**src/rtl/read_req_gen.sv**
```systemverilog
// read_req_gen: round-robin arbiter over PU transfer requests that splits each
// accepted transfer into MAX_BURST-beat read requests, stalling on read_info_full.
module read_req_gen #(
    parameter int NUM_PU     = 1,
    parameter int D_TYPE_W   = 2,
    parameter int RD_SIZE_W  = 20,
    parameter int ADDR_W     = 32,
    parameter int MAX_BURST  = 256,
    parameter int DATA_BYTES = 8,
    parameter int PU_ID_W    = $clog2(NUM_PU) + 1
) (
    input  logic                          clk,
    input  logic                          reset,
    input  logic [NUM_PU-1:0]             pu_req_valid,
    output logic [NUM_PU-1:0]             pu_req_ready,
    input  logic [NUM_PU*ADDR_W-1:0]      pu_req_addr,
    input  logic [NUM_PU*RD_SIZE_W-1:0]   pu_req_size,
    input  logic [NUM_PU*D_TYPE_W-1:0]    pu_req_d_type,
    input  logic                          read_info_full,
    output logic                          rd_req,
    output logic [RD_SIZE_W-1:0]          rd_req_size,
    output logic [PU_ID_W-1:0]            rd_req_pu_id,
    output logic [D_TYPE_W-1:0]           rd_req_d_type,
    output logic [ADDR_W-1:0]             rd_req_addr,
    output logic [NUM_PU-1:0]             pu_done,
    output logic                          busy
);
    localparam logic [RD_SIZE_W-1:0] MB = RD_SIZE_W'(MAX_BURST);
    localparam logic [ADDR_W-1:0]    DB = ADDR_W'(DATA_BYTES);

    typedef enum logic {IDLE, ISSUE} state_t;

    state_t                r_state;
    logic [ADDR_W-1:0]     r_addr;
    logic [RD_SIZE_W-1:0]  r_rem;
    logic [D_TYPE_W-1:0]   r_dt;
    logic [PU_ID_W-1:0]    r_pu_id;
    logic [PU_ID_W-1:0]    r_last;
    logic [NUM_PU-1:0]     r_done;

    logic [PU_ID_W-1:0]    w_g;
    logic                  w_acc;
    logic [RD_SIZE_W-1:0]  w_chunk;
    logic [ADDR_W-1:0]     w_addr;
    logic [RD_SIZE_W-1:0]  w_size;
    logic [D_TYPE_W-1:0]   w_dt;
    int                    w_best;

    // Priority distance from last_grant+1; the smallest distance among valid PUs wins.
    always_comb begin
        w_best = NUM_PU;
        w_g    = '0;
        for (int k = 0; k < NUM_PU; k++) begin
            if (pu_req_valid[k] && ((k + NUM_PU - 1 - int'(r_last)) % NUM_PU) < w_best) begin
                w_best = (k + NUM_PU - 1 - int'(r_last)) % NUM_PU;
                w_g    = PU_ID_W'(k);
            end
        end
    end

    assign w_acc   = (r_state == IDLE) && (w_best < NUM_PU) && !reset;
    assign w_addr  = pu_req_addr[w_g*ADDR_W +: ADDR_W];
    assign w_size  = pu_req_size[w_g*RD_SIZE_W +: RD_SIZE_W];
    assign w_dt    = pu_req_d_type[w_g*D_TYPE_W +: D_TYPE_W];
    assign w_chunk = (r_rem > MB) ? MB : r_rem;

    always_comb begin
        for (int k = 0; k < NUM_PU; k++) pu_req_ready[k] = w_acc && (w_g == PU_ID_W'(k));
    end

    always_ff @(posedge clk) begin
        if (reset) begin
            r_state <= IDLE;
            r_addr  <= '0;
            r_rem   <= '0;
            r_dt    <= '0;
            r_pu_id <= '0;
            r_last  <= PU_ID_W'(NUM_PU - 1);
            r_done  <= '0;
        end else begin
            r_done <= '0;
            if (r_state == IDLE) begin
                if (w_acc) begin
                    r_addr  <= w_addr;
                    r_rem   <= w_size;
                    r_dt    <= w_dt;
                    r_pu_id <= w_g;
                    r_last  <= w_g;
                    if (w_size == '0) r_done <= NUM_PU'(1) << w_g;
                    else r_state <= ISSUE;
                end
            end else if (!read_info_full) begin
                r_rem  <= r_rem - w_chunk;
                r_addr <= r_addr + ADDR_W'(w_chunk) * DB;
                if (r_rem == w_chunk) begin
                    r_done  <= NUM_PU'(1) << r_pu_id;
                    r_state <= IDLE;
                end
            end
        end
    end

    assign rd_req        = (r_state == ISSUE) && !read_info_full;
    assign rd_req_size   = w_chunk;
    assign rd_req_addr   = r_addr;
    assign rd_req_pu_id  = r_pu_id;
    assign rd_req_d_type = r_dt;
    assign pu_done       = r_done;
    assign busy          = (r_state == ISSUE);
endmodule

```
**config.mk**
```make
export PLATFORM = sky130hd
export DESIGN_NAME = read_req_gen
export DESIGN_NICKNAME = d
export VERILOG_FILES = /design/src/rtl/read_req_gen.sv
export SDC_FILE = /design/constraint.sdc
export NUM_CORES = 1
export LEC_CHECK = 0
export CORE_MARGIN = 1.5
export CORE_UTILIZATION = 40
export DETAILED_ROUTE_END_ITERATION = 6
export GPL_TIMING_DRIVEN = 1
export PLACE_DENSITY_LB_ADDON = 0.25
export SETUP_SLACK_MARGIN = 0.3
export SYNTH_ARGS = -nofsm -noshare
export SYNTH_HDL_FRONTEND = slang
export SYNTH_SLANG_ARGS = --single-unit
```
**constraint.sdc**
```tcl
create_clock -name clk -period 6.8 [get_ports clk]
set_clock_uncertainty 0.15 [all_clocks]
set_input_delay 1.36 -clock clk [delete_from_list [all_inputs] [get_ports clk]]
set_output_delay 1.36 -clock clk [all_outputs]
set_load 0.01 [all_outputs]
```
==> results.md, run 1 <==
- Outcome: completed
- Crit path max fanout: 11
- Met2 GRT Util: 39.57%
- DR DRC count: 0
- Dpl ws: 1586 ps
- Die Y: 103.8 microns
- Fin crit share: 77.90%
- Synth Warn #: 0
- RSZ-0062 raised after global routing: no
- Mapped Cells: 532
- Initial core utilization: 41.36%
- Antenna violations before repair: 0
- TritonCTS Sinks: 56
- Clk pin slew, worst setup/hold paths: 110 ps
- Grt total ovfl: 0
- Required @ worst endpoint: 6860 ps
- Worst Tran Pin Value: 1010 ps
- N_diodes: 0
- Hold WC Path Type: register to register
- Layout cells sized above 1: 5.529%
- Reg2Reg Setup Slack: 1500 ps
- Hold_buf cts: 0
- Final WS setup: 1503 ps
- FF+latch count, synth: 56
- Tmin final: 5297 ps
- Via count of the first global-routing pass: 4,243
- Final ANT Viol Nets: 0
- Final nets: 712
- Register area share after synthesis: 27.60%
- Clk buf depth: 2
- CTS resizes: 0
- Slew Viols, Final: 0
- DR pass1 iterations: 5
- Synth async-reset ratio: 0%
- F_max: 0.1888 GHz
- Critical path class: register to register
- GRT met1 Usage: 30.52%
- Vias: 4,399
- Endpoints failing setup: 0
- Port bufs: 104
- Leak Pwr: 2.056 nW
- Syn Area/Cell: 7.634 sq um
- Postcts setup bufs: 0
- Wire per inst: 16.61 microns
- Design Power: 1.012 mW
- Core area: 9819 sq um
- First-pass GRT wire length: 20,930 microns
- Netlist cell types: 60
- Die X: 103.8 microns
- Max cap viols: 0
- Post-synth EDFFs: 0
- CP startpoint kind: register
- CTS buffer count: 5
- Detailed Place HPWL: 9097 microns
- Busiest grt layer: met2
- Number of H-tree levels: 2
- Number of fill cells: 1,018
- Setup TNS: 0 ps
- Rows: 36
- Clock Latency Late Sink: 320 ps
- Largest net degree at the start of global routing: 60
- Root Buffer: clkbuf_8
- P per Cell Area: 190.1 nW/um^2
- Ports: 117
- Synthesized area: 4061 sq um
- WL final: 12,730 microns
- Die area: 10,770 sq um
- M3 GR Usage: 5.098%
- CTS tree: built
- Total GRT Usage: 23.52%
- VDD IR max: 0.0001016 V
- Detailed Route Iter0 Violations: 239
- Most common cell after layout, fill and taps aside: clkdlybuf4s50_1
- Slew margin rel.: 32.55%
- RePlAce Congestion: 0.9345
- CP endpoint kind: register
- Most frequent cells in the layout: clkdlybuf4s50_1 (103), nand2_1 (66), a21oi_1 (60), nor2_1 (58), dfxtp_1 (56)
- Top FF cell, synth: dfxtp_1
- Vias per cell: 5.743
- Crit path DAT: 5360 ps
- Final Hold Viols: 0
- Area growth from synthesis to final layout: 31.05%
## logic make-up after synthesis
logic type | after synthesis | synth area share [%]
simple gates | 192 | 22.21
compound gates | 175 | 28.56
flops | 56 | 27.60
buf+inv | 47 | 5.453
mux | 23 | 5.792
fa+ha+maj | 22 | 6.962
xor+xnor | 15 | 3.235
other cells | 2 | 0.1849
## registers in the layout (all words and copies together), names as in the netlist
signal	count
rd_req_d_type	2
busy	1
rd_req_addr	32
r_rem	20
pu_done	1
## worst paths after layout
| check | start | to | cells after the start |
|---|---|---|---|
| worst max-delay path | r_rem[1] | rd_req_addr[23] | 14 |
| worst min-delay path | rd_req_addr[0] | rd_req_addr[0] | 2 |
| worst max register to register | r_rem[1] | rd_req_addr[23] | 14 |
| worst min register to register | rd_req_addr[0] | rd_req_addr[0] | 2 |
## through the flow
stage                     instance area [sq um]  utilization (%)  hold slack (ps)  cells
after floorplan                            4144                -            299.6    554
after global placement                     5211            53.07            291.5    758
after detailed placement                   5211            53.07            296.8    758
after CTS                                  5323            54.20            312.5    766
after global routing                       5323            54.20            330.9    766
final                                      5323            54.20            309.5    766
## final cells by class
| cell class | count | area [sq um] | area share, % |
|---|---|---|---|
| inverter | 7 | 26.28 | 0.4937 |
| clock buffer | 6 | 72.57 | 1.363 |
| tap | 133 | 166.4 | 3.126 |
| timing repair buffer | 111 | 1089 | 20.45 |
| sequential | 56 | 1121 | 21.06 |
| multi-input combinational | 451 | 2809 | 52.77 |
| clock inverter | 2 | 38.79 | 0.7287 |
## power by group
part | switching (mW) | internal [mW] | leakage, nW
registers | 0.0328 | 0.357 | 0.461
clock network | 0.122 | 0.112 | 0.0558
logic | 0.207 | 0.181 | 1.54
## cells in the mapped netlist (all sizes together), types with 6 or more instances
cell | n | share of area, %
nor3 | 10 | 1.4
nand2 | 66 | 6.1
o21ai | 23 | 2.8
o211ai | 8 | 1.5
ha | 21 | 6.5
mux2i | 19 | 4.7
clkbuf | 26 | 2.4
a21oi | 60 | 7.4
a211oi | 15 | 3.0
dfxtp | 56 | 28
o22ai | 7 | 1.1
a221oi | 12 | 2.6
o21bai | 7 | 1.3
a21o | 6 | 1.1
inv | 6 | 0.55
a31oi | 7 | 1.1
nor4 | 10 | 1.5
nor2 | 58 | 5.4
xor2 | 6 | 1.3
buf | 14 | 2.4
and2 | 8 | 1.2
xnor2 | 9 | 1.9
nand2b | 8 | 1.2
## worst max-delay path, stage by stage (launching register included)
cell and delay (ps):
dfxtp_1 370, or3_1 400, or3_4 360, or4_1 430, a21oi_1 590, and2_1 240
ha_1 290, a211oi_1 340, nor2_1 130, a2111oi_2 500, nor4_1 190, o31ai_2 480
nor2_1 70, mux2_2 270, a2111oi_1 370
## layer usage
metal / wire length (microns) / vias up
li1: - / 2128
met1: 5713 / 2056
met2: 5763 / 197
met3: 1041 / 18
met4: 208 / 0
met5: 0 / -
Power figures use the tool's default switching activity.
==> inputs of run 2 (changes only) <==
- clock period: 6.8 -> 4.95 ns (I/O delays scaled with it)
==> results.md, run 2 (synthesis results as in run 1) <==
- Outcome: completed
- CTS buffer count: 5
- Slew margin rel.: 20.51%
- Clk buf depth: 2
- Combinational power share: 40.5%
- Max reg flops: 32
- Setup TNS: 0 ps
- Clock power frac: 20.1%
- Initial core utilization: 41.36%
- Worst Tran Pin Value: 1184 ps
- Slew Viols, Final: 0
- Most frequent cells in the layout: clkdlybuf4s50_1 (103), nand2_1 (66), a21oi_1 (59), nor2_1 (57), dfxtp_1 (56)
- Wire per inst: 16.88 microns
- DR pass1 iterations: 5
- TritonCTS Sinks: 56
- Via count of the first global-routing pass: 4,322
- Largest net degree at the start of global routing: 59
- Clock Latency Late Sink: 320 ps
- P_sw: 510.3 uW
- Die Y: 103.8 microns
- F_max: 0.2233 GHz
- Detailed Route Iter0 Violations: 281
- Routed met1 length: 5736 microns
- DR DRC count: 0
- Leak Pwr: 2.081 nW
- VDD IR max: 0.0001479 V
- Crit path max fanout: 8
- Required @ worst endpoint: 5010 ps
- Final ANT Viol Nets: 0
- Design Power: 1.362 mW
- Tmin final: 4479 ps
- RSZ-0062 raised after global routing: no
- Area growth from synthesis to final layout: 32.75%
- Met3 wire length: 1046 microns
- Critical path class: register to register
- CP endpoint kind: register
- Met2 wire length: 5937 microns
- Layout cells sized above 1: 7.512%
- Detailed Place HPWL: 9251 microns
- Antenna violations before repair: 0
- Dpl ws: 352.2 ps
- Endpoints failing setup: 0
- Placed cell areas: 5249 sq um
- CTS tree: built
- Hold WC Path Type: register to register
- Most common cell after layout, fill and taps aside: clkdlybuf4s50_1
- Vias: 4,401
- Non-filler instance count after layout: 772
- Max Used Layer: met4
- Port bufs: 104
- N_diodes: 0
- Grt total ovfl: 0
- Die area: 10,770 sq um
- Fin area: 5391 sq um
- Fin crit share: 90.48%
- Final nets: 718
- Core area: 9819 sq um
- P per Cell Area: 252.7 nW/um^2
- Root Buffer: clkbuf_8
- Clk pin slew, worst setup/hold paths: 120 ps
- Max cap viols: 0
- Ports: 117
- Hold_buf cts: 0
- WL final: 13,030 microns
- RePlAce Congestion: 0.8876
- CP startpoint kind: register
- Pint: 851.9 uW
- Die X: 103.8 microns
- Final Hold Viols: 0
- Total GRT Usage: 23.69%
- Crit path DAT: 4540 ps
- Rows: 36
- Switching Share: 37.46%
- Vias per cell: 5.701
- First-pass GRT wire length: 20,990 microns
- Final WS setup: 471.3 ps
- Placed Instances: 763
- Reg power frac: 39.4%
- Number of H-tree levels: 2
## run 2: cell count changes in the layout (fill, tap and decap cells not counted), sizes merged
cell	delta
clkinv	+2
buf	+6
clkbuf	-1
bufinv	-1
## run 2: critical path, cell delays in order, from the launching register on
cell	delay, ps
dfxtp_1	370
or3_1	400
or3_4	360
or4_1	460
a21oi_2	200
buf_4	190
and2_1	170
ha_1	280
o21ai_0	120
nor2_1	130
a2111oi_4	350
buf_4	200
nor4_4	50
o31ai_2	250
nor2_1	60
mux2_2	260
a2111oi_1	350
## run 2: final timing paths
kind,start,end,slack [ps],cells past startpoint
worst max-delay path,r_rem[1],rd_req_addr[23],470,16
worst min-delay path,rd_req_d_type[0],rd_req_d_type[0],310,2
worst max register to register,r_rem[1],rd_req_addr[23],470,16
worst min register to register,rd_req_d_type[0],rd_req_d_type[0],310,2
## run 2: routing by layer
| metal | global-route usage [%] | up-vias |
|---|---|---|
| met5 | 0 | - |
| met4 | 9.524 | 0 |
| met3 | 4.846 | 26 |
| met2 | 38.52 | 194 |
| met1 | 30.67 | 2046 |
| li1 | - | 2135 |
## run 2: repair_timing
action | CTS | global route
gates resized for setup | 2 | 7
endpoints found under the setup margin | 1 | 7
pin swaps | 0 | 4
buffers inserted | 0 | 1
## run 2: stage by stage
step           util (%)  hold slack, ps
4_1_cts           54.57           316.5
3_3_place_gp      53.45           292.3
6_report          54.91           311.8
3_5_place_dp      53.45           299.3
5_1_grt           54.91           347.6
2_1_floorplan         -           299.6
## run 2: area by class of cell
class | count | area, sq um
Multi-Input combinational cell | 451 | 2853
Timing Repair Buffer | 117 | 1134
Inverter | 7 | 26.28
Tap cell | 133 | 166.4
Clock buffer | 5 | 68.82
Clock inverter | 3 | 22.52
Sequential cell | 56 | 1121
Fill cell | 996 | 4428
## run 2: power by group through the flow
| stage | Clock [mW] | Combinational [mW] | Sequential, mW |
|---|---|---|---|
| after floorplan | 0 | 0.333 | 0.546 |
| after global placement | 0 | 0.519 | 0.544 |
| after detailed placement | 0 | 0.528 | 0.545 |
| after CTS | 0.282 | 0.535 | 0.535 |
| after global routing | 0.297 | 0.602 | 0.543 |
| final | 0.273 | 0.552 | 0.537 |
==> inputs of run 3 (changes only) <==
- CAP_MARGIN: default -> 10
==> results of run 3 <==
Final layout, timing and power as in run 2 (identical DEF).
